<file path="src/rtl/branch_predict_resolve.sv">
// Conditional branch resolution from ALU flags, paired with a bimodal table of saturating
// counters that predicts for fetch and trains when the branch resolves.
module branch_predict_resolve #(
   parameter int XLEN        = 32,
   parameter int BHT_ENTRIES = 64,
   parameter int CTR_BITS    = 2,
   parameter int STAT_WIDTH  = 32
) (
   input  logic                  clk,
   input  logic                  reset,
   input  logic [XLEN-1:0]       PC_F,
   output logic                  PredictTaken_F,
   input  logic                  Valid_C,
   input  logic [2:0]            ConditionalPCSrc_C,
   input  logic [XLEN-1:0]       PC_C,
   input  logic [XLEN-1:0]       BranchTarget_C,
   input  logic                  PredictedTaken_C,
   input  logic                  Zero_C,
   input  logic                  Carry_C,
   input  logic                  Negative_C,
   input  logic                  oVerflow_C,
   output logic                  Taken_C,
   output logic                  Mispredict_C,
   output logic [XLEN-1:0]       RedirectPC_C,
   output logic [STAT_WIDTH-1:0] BranchCount,
   output logic [STAT_WIDTH-1:0] MispredictCount
);

   localparam int IDX_W = $clog2(BHT_ENTRIES);

   localparam logic [2:0] NO_BRANCH = 3'd0;
   localparam logic [2:0] BEQ_C     = 3'd1;
   localparam logic [2:0] BNE_C     = 3'd2;
   localparam logic [2:0] BLT_C     = 3'd3;
   localparam logic [2:0] BGE_C     = 3'd4;
   localparam logic [2:0] BLTU_C    = 3'd5;
   localparam logic [2:0] BGEU_C    = 3'd6;

   // Weakly not-taken; collapses to 0 for a 1-bit counter.
   localparam logic [CTR_BITS-1:0] CTR_WNT = CTR_BITS'((1 << (CTR_BITS - 1)) - 1);

   function automatic logic [CTR_BITS-1:0] ctr_sat_inc(input logic [CTR_BITS-1:0] c);
      return (&c) ? c : c + CTR_BITS'(1);
   endfunction

   function automatic logic [CTR_BITS-1:0] ctr_sat_dec(input logic [CTR_BITS-1:0] c);
      return (c == '0) ? c : c - CTR_BITS'(1);
   endfunction

   function automatic logic [STAT_WIDTH-1:0] stat_sat_inc(input logic [STAT_WIDTH-1:0] s);
      return (&s) ? s : s + STAT_WIDTH'(1);
   endfunction

   logic [CTR_BITS-1:0] bht [BHT_ENTRIES];
   logic [IDX_W-1:0]    idx_f;
   logic [IDX_W-1:0]    idx_c;
   logic                cond_valid;
   logic                flag_taken;
   logic                resolving;
   logic                unused_pc_bits;

   assign idx_f          = PC_F[IDX_W+1:2];
   assign idx_c          = PC_C[IDX_W+1:2];
   assign unused_pc_bits = ^{PC_F[XLEN-1:IDX_W+2], PC_F[1:0]};

   assign PredictTaken_F = bht[idx_f][CTR_BITS-1];

   always_comb begin
      cond_valid = 1'b1;
      flag_taken = 1'b0;
      case (ConditionalPCSrc_C)
         BEQ_C:   flag_taken = Zero_C;
         BNE_C:   flag_taken = ~Zero_C;
         BLT_C:   flag_taken = Negative_C ^ oVerflow_C;
         BGE_C:   flag_taken = ~(Negative_C ^ oVerflow_C);
         BLTU_C:  flag_taken = Carry_C;
         BGEU_C:  flag_taken = ~Carry_C;
         NO_BRANCH: cond_valid = 1'b0;
         default: cond_valid = 1'b0;
      endcase
   end

   assign resolving    = Valid_C & cond_valid;
   assign Taken_C      = resolving & flag_taken;
   assign Mispredict_C = resolving & (Taken_C != PredictedTaken_C);
   assign RedirectPC_C = Mispredict_C ? (Taken_C ? BranchTarget_C : PC_C + XLEN'(4)) : '0;

   // Training and statistics: reset wins over a resolve in the same cycle.
   always_ff @(posedge clk) begin
      if (!reset) begin
         for (int i = 0; i < BHT_ENTRIES; i++) bht[i] <= CTR_WNT;
         BranchCount     <= '0;
         MispredictCount <= '0;
      end else if (resolving) begin
         bht[idx_c]  <= Taken_C ? ctr_sat_inc(bht[idx_c]) : ctr_sat_dec(bht[idx_c]);
         BranchCount <= stat_sat_inc(BranchCount);
         if (Mispredict_C) MispredictCount <= stat_sat_inc(MispredictCount);
      end
   end

endmodule

</file>
<file path="config.mk">
export PLATFORM = sky130hd
export DESIGN_NAME = branch_predict_resolve
export DESIGN_NICKNAME = d
export VERILOG_FILES = /design/src/rtl/branch_predict_resolve.sv
export SDC_FILE = /design/constraint.sdc
export NUM_CORES = 1
export LEC_CHECK = 0
export CORE_MARGIN = 10
export CORE_UTILIZATION = 57
export DETAILED_ROUTE_END_ITERATION = 6
export PLACE_DENSITY_LB_ADDON = 0.1
export SYNTH_ARGS = -nofsm -noshare
export SYNTH_HDL_FRONTEND = slang
export SYNTH_SLANG_ARGS = --single-unit
</file>
<file path="constraint.sdc">
create_clock -name clk -period 8.65 [get_ports clk]
set_input_delay 0.865 -clock clk [delete_from_list [all_inputs] [get_ports clk]]
set_output_delay 0.865 -clock clk [all_outputs]
set_load 0.1 [all_outputs]
</file>
==> metrics.yaml, run 1 <==
routing:
  wl_per_cell_um: 19.9
  routed_wl_mm: 30.8
  routed-via-count: 9392
  ant_nets: 0
  drt-pass1-iter-count: 6
  drt-initial-drc-count: 976
  route.detailed.drc: 0
  viasPerCell: 6.07
worst_setup_path:
  worstPathRequired_ns: 7.79
  reg2regPathDepth: 7
  path_max_fanout: 18
  cp.arrival_ns: 4.93
  worstSetupStartpoint: "PC_C[5]"
  rr_startpoint: "bht[1][0]$_SDFFCE_PN1P_"
  cp-start-kind: "primary input"
  crit_path_end_kind: "output pin"
  cp-endpoint: "RedirectPC_C[31]"
  r2r_setup_slack_ns: 5.29
  r2r-end: "bht[63][1]$_SDFFCE_PN0P_"
  worstSetupPathType: "primary input to output pin"
place:
  dp_hpwl_mm: 21.5
  gp_congestion: 0.829
  placed_cells: 1516
  place_area_um2: 12900
  portBuffers: 179
finish:
  fin_nets: 1385
  final_cell_mix: "177 x nand2_1, 175 x clkdlybuf4s50_1, 152 x nor2_1"
  stdcell_count: 1548
  final_common_cell: "nand2_1"
  postLayoutCellArea_um2: 13500
  area_delta_synth_final_pct: 22.1
  drive_gt1_frac: 0.0908
  antenna_cells: 0
  final.fill_count: 1475
power_and_ir_drop:
  vdd_drop_max_mv: 0.157
  total_power_uw: 2180
  powerDensity_nw_per_um2: 162
  leakage_uw: 0.00443
cts:
  cts_hold_buf: 0
  root_buffer: "clkbuf_16"
  cts_tree: "done"
  insertion_delay_ns: 0.43
  cts.sink_count: 192
  clk_pin_slew_ns: 0.07
  cts_inserted_buffers: 17
  postCtsSetupBuffers: 0
  cts.repair.resized: 0
  h-tree-depth: 4
  ctsLongestPathBuffers: 2
synthesis:
  synth_top_area_frac: 0.348
  netlist_top_cells_area: "edfxtp_1 35%, dfxtp_1 12%, mux4_2 8.0%, nand2_1 6.0%, nor2_1 5.2%"
  synth_edf_count: 128
  async_flop_share: 0
  synthFlopType: "edfxtp_1"
  synth_cell_types: 60
  synthesis.instances: 1144
  syn_area_um2: 11000
  avgSynthCellArea_um2: 9.64
  synthesis.nets: 1254
  synth_warnings: 0
  ys_seq_elements: 192
  seq_area_frac_synth: 0.465
  synth_top_cell_by_area: "edfxtp_1"
sta:
  hold_viol_final: 0
  clock-skew-final_ns: 0.0123
  max_slew.worst_pin.slew_ns: 1.08
  fmax_ghz: 0.172
  setup_viol: 0
  rsz0062_at_grt: "false"
  slew_viol_final: 0
  relSlewSlack: 0.278
  fin_crit_ns: 5.80
  finalCritPeriodShare: 0.670
  final.setup.tns_ns: 0
min_path:
  hp-class: "flop to flop"
  min-delay-start: "MispredictCount[30]$_SDFFE_PN0P_"
status:
  outcome: "completed"
floorplan:
  boundaryPins: 206
  start_util: 0.584
  design.core.area_um2: 18900
  fp-row-count: 50
  die_w_um: 159
  die-area_um2: 25300
  die_height_um: 159
global_route:
  grt_pass1_wl_mm: 49.0
  grt_max_degree: 99
  grt_pass1_vias: 9116
  grt.overflow.total: 0
  grt_util_all_layers: 0.238
  antenna_found_initial: 1
flow_run:
  maxCapViolCount: 0
per-stage QoR:
step                      hold WS (ns)  utilization  worst slack [ns]
after floorplan                  0.891            -              2.75
after global placement           0.473        0.683              2.94
after detailed placement         0.489        0.683              2.92
after CTS                        0.497        0.713              2.91
after global routing             0.525        0.713              2.65
final                            0.497        0.713              2.85
worst max-delay path, cell delays in order:
cell,delay [ns]
clkdlybuf4s50_1,0.46
buf_4,0.24
and3_1,0.61
nand2_1,0.26
nor2_1,0.36
and4_1,0.40
nand3_1,0.14
xor2_1,0.17
a211oi_1,0.24
clkdlybuf4s50_1,1.18
cells by family (layout without fill, tap and decap cells):
family          count (synthesis)  after routing  share of synthesized area
mux                            70             70                      0.108
simple gates                  594            594                      0.255
flops                         192            192                      0.465
xor+xnor                       74             74                     0.0587
compound gates                110            110                     0.0660
fa+ha+maj                       5              5                    0.00533
buf+inv                        99            243                     0.0423
power breakdown:
| group | switching (uW) | internal (uW) | leakage [uW] |
|---|---|---|---|
| clock network | 339 | 434 | 0.000278 |
| logic | 273 | 125 | 0.00244 |
| registers | 11.4 | 996 | 0.00171 |
worst min-delay path by stage:
stage                                             endpoint  cells past startpoint
after floorplan           MispredictCount[30]$_SDFFE_PN0P_                      2
after global placement    MispredictCount[30]$_SDFFE_PN0P_                      2
after detailed placement  MispredictCount[12]$_SDFFE_PN0P_                      2
after CTS                 MispredictCount[30]$_SDFFE_PN0P_                      2
after global routing      MispredictCount[30]$_SDFFE_PN0P_                      2
final                     MispredictCount[30]$_SDFFE_PN0P_                      2
final cells by class:
| class | instances | area (um^2) | area share |
|---|---|---|---|
| clock inverter | 13 | 134 | 0.00994 |
| inverter | 8 | 30.0 | 0.00223 |
| sequential | 192 | 5120 | 0.380 |
| tap | 260 | 325 | 0.0241 |
| timing repair buffer | 203 | 1950 | 0.145 |
| clock buffer | 19 | 443 | 0.0329 |
| multi-input combinational | 853 | 5460 | 0.405 |
flip-flops by register name, indices dropped and copies added (netlist names):
signal and flops:
MispredictCount 32, bht 128, BranchCount 32
synthesized netlist by cell type (3+ instances only):
cell and n:
and2_1 9, and4_1 12, a21oi_1 18, inv_1 8, nand4_1 20, buf_6 7, buf_4 9, nand3b_1 14
nor3b_1 3, nor4b_1 4, clkbuf_1 57, ha_1 3, nor3_1 36, buf_2 7, o22ai_1 4, o21ai_0 29
or3b_2 3, a22oi_1 4, buf_1 11, mux2i_1 25, nor2_1 153, a211oi_1 31, or2_2 4, nand2_1 177
nand3_1 100, o221ai_1 3, nand4b_1 4, xnor2_1 35, or3_1 7, mux4_2 39, nor4_1 11, and3_1 19
edfxtp_1 128, nand2b_1 12, dfxtp_1 64, mux2_2 6, xor2_1 39
metal layers:
layer,up-vias,global-route usage,routed length (um)
met1,4474,0.291,11500
li1,4396,-,-
met3,68,0.0560,2890
met2,452,0.403,15500
met5,-,0,13
met4,2,0.0847,861
(Power assumes the default switching activity.)
==> inputs of run 2 (changes only) <==
--- a/config.mk
+++ b/config.mk
@@ -6,7 +6,7 @@
 export NUM_CORES = 1
 export LEC_CHECK = 0
 export CORE_MARGIN = 10
-export CORE_UTILIZATION = 57
+export CORE_UTILIZATION = 53
 export DETAILED_ROUTE_END_ITERATION = 6
 export PLACE_DENSITY_LB_ADDON = 0.1
 export SYNTH_ARGS = -nofsm -noshare
==> constraint.sdc (replaced) <==
create_clock -name clk -period 5.4 [get_ports clk]
set_input_delay 0.54 -clock clk [delete_from_list [all_inputs] [get_ports clk]]
set_output_delay 0.54 -clock clk [all_outputs]
set_load 0.1 [all_outputs]
==> run 2 against run 1 <==
Core utilization shrank 3.3 points. Via count shrank 0.95%. First-iteration DRC count shrank 13%. Worst setup slack lost 1.6 ns. Flip-flop and latch count is the same. Count of clock-buffer cells in the layout grew 1. Critical path type unchanged. Clock skew grew 0.0010 ns. Hold slack lost 0.0063 ns. Global-route usage shrank 0.26 points. Register-to-register slack lost 3.0 ns. Combinational power grew 75%. Design area grew 2.8%.
==> metrics.yaml, run 2 (same netlist as run 1, synthesis figures left out) <==
status:
  outcome: "completed"
routing:
  ant_nets: 0  # unchanged
  viasPerCell: 5.94  # -2.1%
  route.detailed.drc: 0  # unchanged
  drt-initial-drc-count: 852  # -13%
  wl_per_cell_um: 20.1  # +1.1%
  routed_wl_mm: 31.5  # +2.3%
  routed-via-count: 9303  # -0.95%
  drt-pass1-iter-count: 6  # unchanged
finish:
  final_common_cell: "nand2_1"
  antenna_cells: 0  # unchanged
  final_cell_mix: "177 x nand2_1, 152 x nor2_1, 140 x clkdlybuf4s50_1"
  area_delta_synth_final_pct: 25.6
  fin_nets: 1393  # +0.58%
  reg_top3: "bht (128), BranchCount (32), MispredictCount (32)"
  largest_register_ffs: 128  # unchanged
  stdcell_count: 1566  # +1.2%
  largest-register: "bht"
  drive_gt1_frac: 0.126  # +0.0349
power_and_ir_drop:
  p_int_uw: 2460  # +58%
  p_switching_uw: 1040  # +66%
  powerDensity_nw_per_um2: 252  # +56%
  switching_share: 0.297  # +0.0104
  vdd_drop_max_mv: 0.219  # +39%
  pwr-share-clk: 0.339  # -0.016
  pwr-share-comb: 0.199  # +0.016
  leakage_uw: 0.00464  # +4.8%
  sequentialPowerShare: 0.462  # about the same
cts:
  cts.repair.resized: 0  # unchanged
  h-tree-depth: 4  # unchanged
  postCtsSetupBuffers: 0  # unchanged
  clk_pin_slew_ns: 0.07  # about the same
  cts.sink_count: 192  # unchanged
  cts_tree: "done"
  insertion_delay_ns: 0.44  # about the same
  ctsLongestPathBuffers: 2  # unchanged
  cts_hold_buf: 0  # unchanged
  cts_inserted_buffers: 17  # unchanged
  root_buffer: "clkbuf_16"
place:
  portBuffers: 179  # unchanged
  gp_congestion: 0.854  # +2.9%
  dp_hpwl_mm: 22.4  # +4.3%
  placed_cells: 1534  # +1.2%
global_route:
  grt_pass1_wl_mm: 50.6  # +3.1%
  grt_pass1_vias: 9458  # +3.8%
  antenna_found_initial: 0  # -1
  grt_util_all_layers: 0.236  # -0.00258
  grt.overflow.total: 0  # unchanged
  grt_max_degree: 58  # -41%
worst_setup_path:
  crit_path_end_kind: "output pin"
  worst_path_max_delay_cell: "clkdlybuf4s50_1"
  cp.arrival_ns: 3.56  # -1.37 ns
  worstPathRequired_ns: 4.86  # -2.93 ns
  worstSetupPathType: "primary input to output pin"
  max_stage_delay_ns: 0.58  # -0.60 ns
  cp-start-kind: "primary input"
  path_max_fanout: 28  # +10
  cp_cell_sequence: "clkdlybuf4s50_1 -> and3b_1 -> a31o_2 -> a221oi_1 -> nand2b_2 -> buf_4 -> nor2_1 -> a211oi_1 -> buf_12"
sta:
  relSlewSlack: 0.305  # +0.0269
  finalCritPeriodShare: 0.760
  slew_viol_final: 0  # unchanged
  hold_viol_final: 0  # unchanged
  final.setup.tns_ns: 0  # unchanged
  fmax_ghz: 0.244
  rsz0062_at_grt: "false"
  setup_viol: 0  # unchanged
  max_slew.worst_pin.slew_ns: 1.04  # -0.0396 ns
  clock-skew-final_ns: 0.0134  # +0.00105 ns
  fin_crit_ns: 4.10
floorplan:
  die-area_um2: 27000  # +6.6%
  fp-row-count: 52  # +4.0%
  design.core.area_um2: 20400  # +7.8%
  boundaryPins: 206  # unchanged
  die_w_um: 164  # +3.2%
  die_height_um: 164  # +3.2%
  start_util: 0.542  # -0.0422
flow_run:
  maxCapViolCount: 0  # unchanged
min_path:
  hp-class: "flop to flop"
## run 2: cell count changes in the layout (fill, tap and decap cells not counted), sizes merged
cell	previous run	this run
bufinv	2	0
inv	11	14
clkbuf	19	20
buf	28	71
clkinvlp	2	0
clkdlybuf4s50	175	140
## run 2: critical path: cells and delay by family
| family | cells | cell delay, ns |
|---|---|---|
| AO/OA/AOI/OAI | 3 | 1.04 |
| AND/OR/NAND/NOR | 3 | 0.77 |
| buffers and inverters | 3 | 1.17 |
## run 2: power groups by stage
stage	registers [uW]	clock network, uW	logic [uW]
2_1_floorplan	1660	0	433
3_5_place_dp	1650	0	697
3_3_place_gp	1640	0	689
4_1_cts	1610	1190	698
6_report	1610	1180	697
5_1_grt	1620	1260	738
## run 2: worst paths after layout
check	start	to	slack, ns	cells past startpoint
setup reg to reg	bht[18][1]$_SDFFCE_PN0P_	bht[51][0]$_SDFFCE_PN1P_	2.28	7
setup / recovery	ConditionalPCSrc_C[1]	RedirectPC_C[25]	1.30	9
hold reg to reg	MispredictCount[30]$_SDFFE_PN0P_	MispredictCount[30]$_SDFFE_PN0P_	0.49	2
hold / removal	MispredictCount[30]$_SDFFE_PN0P_	MispredictCount[30]$_SDFFE_PN0P_	0.49	2
## run 2: final cells by class
class                           count  area (um^2)
Clock inverter                     12         78.8
Timing Repair Buffer              211         2360
Multi-Input combinational cell    853         5460
Tap cell                          270          338
Sequential cell                   192         5120
Inverter                            8         30.0
Clock buffer                       20          457
Fill cell                        1612         6510
## run 2: metal layers
layer  track usage  vias to the layer above  wire, um
li1              -                     4428         -
met1         0.296                     4439     12300
met2         0.388                      385     15700
met3        0.0628                       51      2960
met4        0.0739                        0       576
met5             0                        -         0
## run 2: through the flow
| stage | utilization | area, um^2 | hold slack, ns | power, uW | setup slack, ns |
|---|---|---|---|---|---|
| after floorplan | - | 11000 | 0.875 | 2090 | 0.146 |
| after global placement | 0.654 | 13300 | 0.476 | 2330 | 1.28 |
| after detailed placement | 0.654 | 13300 | 0.482 | 2340 | 1.22 |
| after CTS | 0.680 | 13900 | 0.492 | 3500 | 1.32 |
| after global routing | 0.680 | 13900 | 0.517 | 3610 | 1.11 |
| final | 0.680 | 13900 | 0.490 | 3490 | 1.30 |
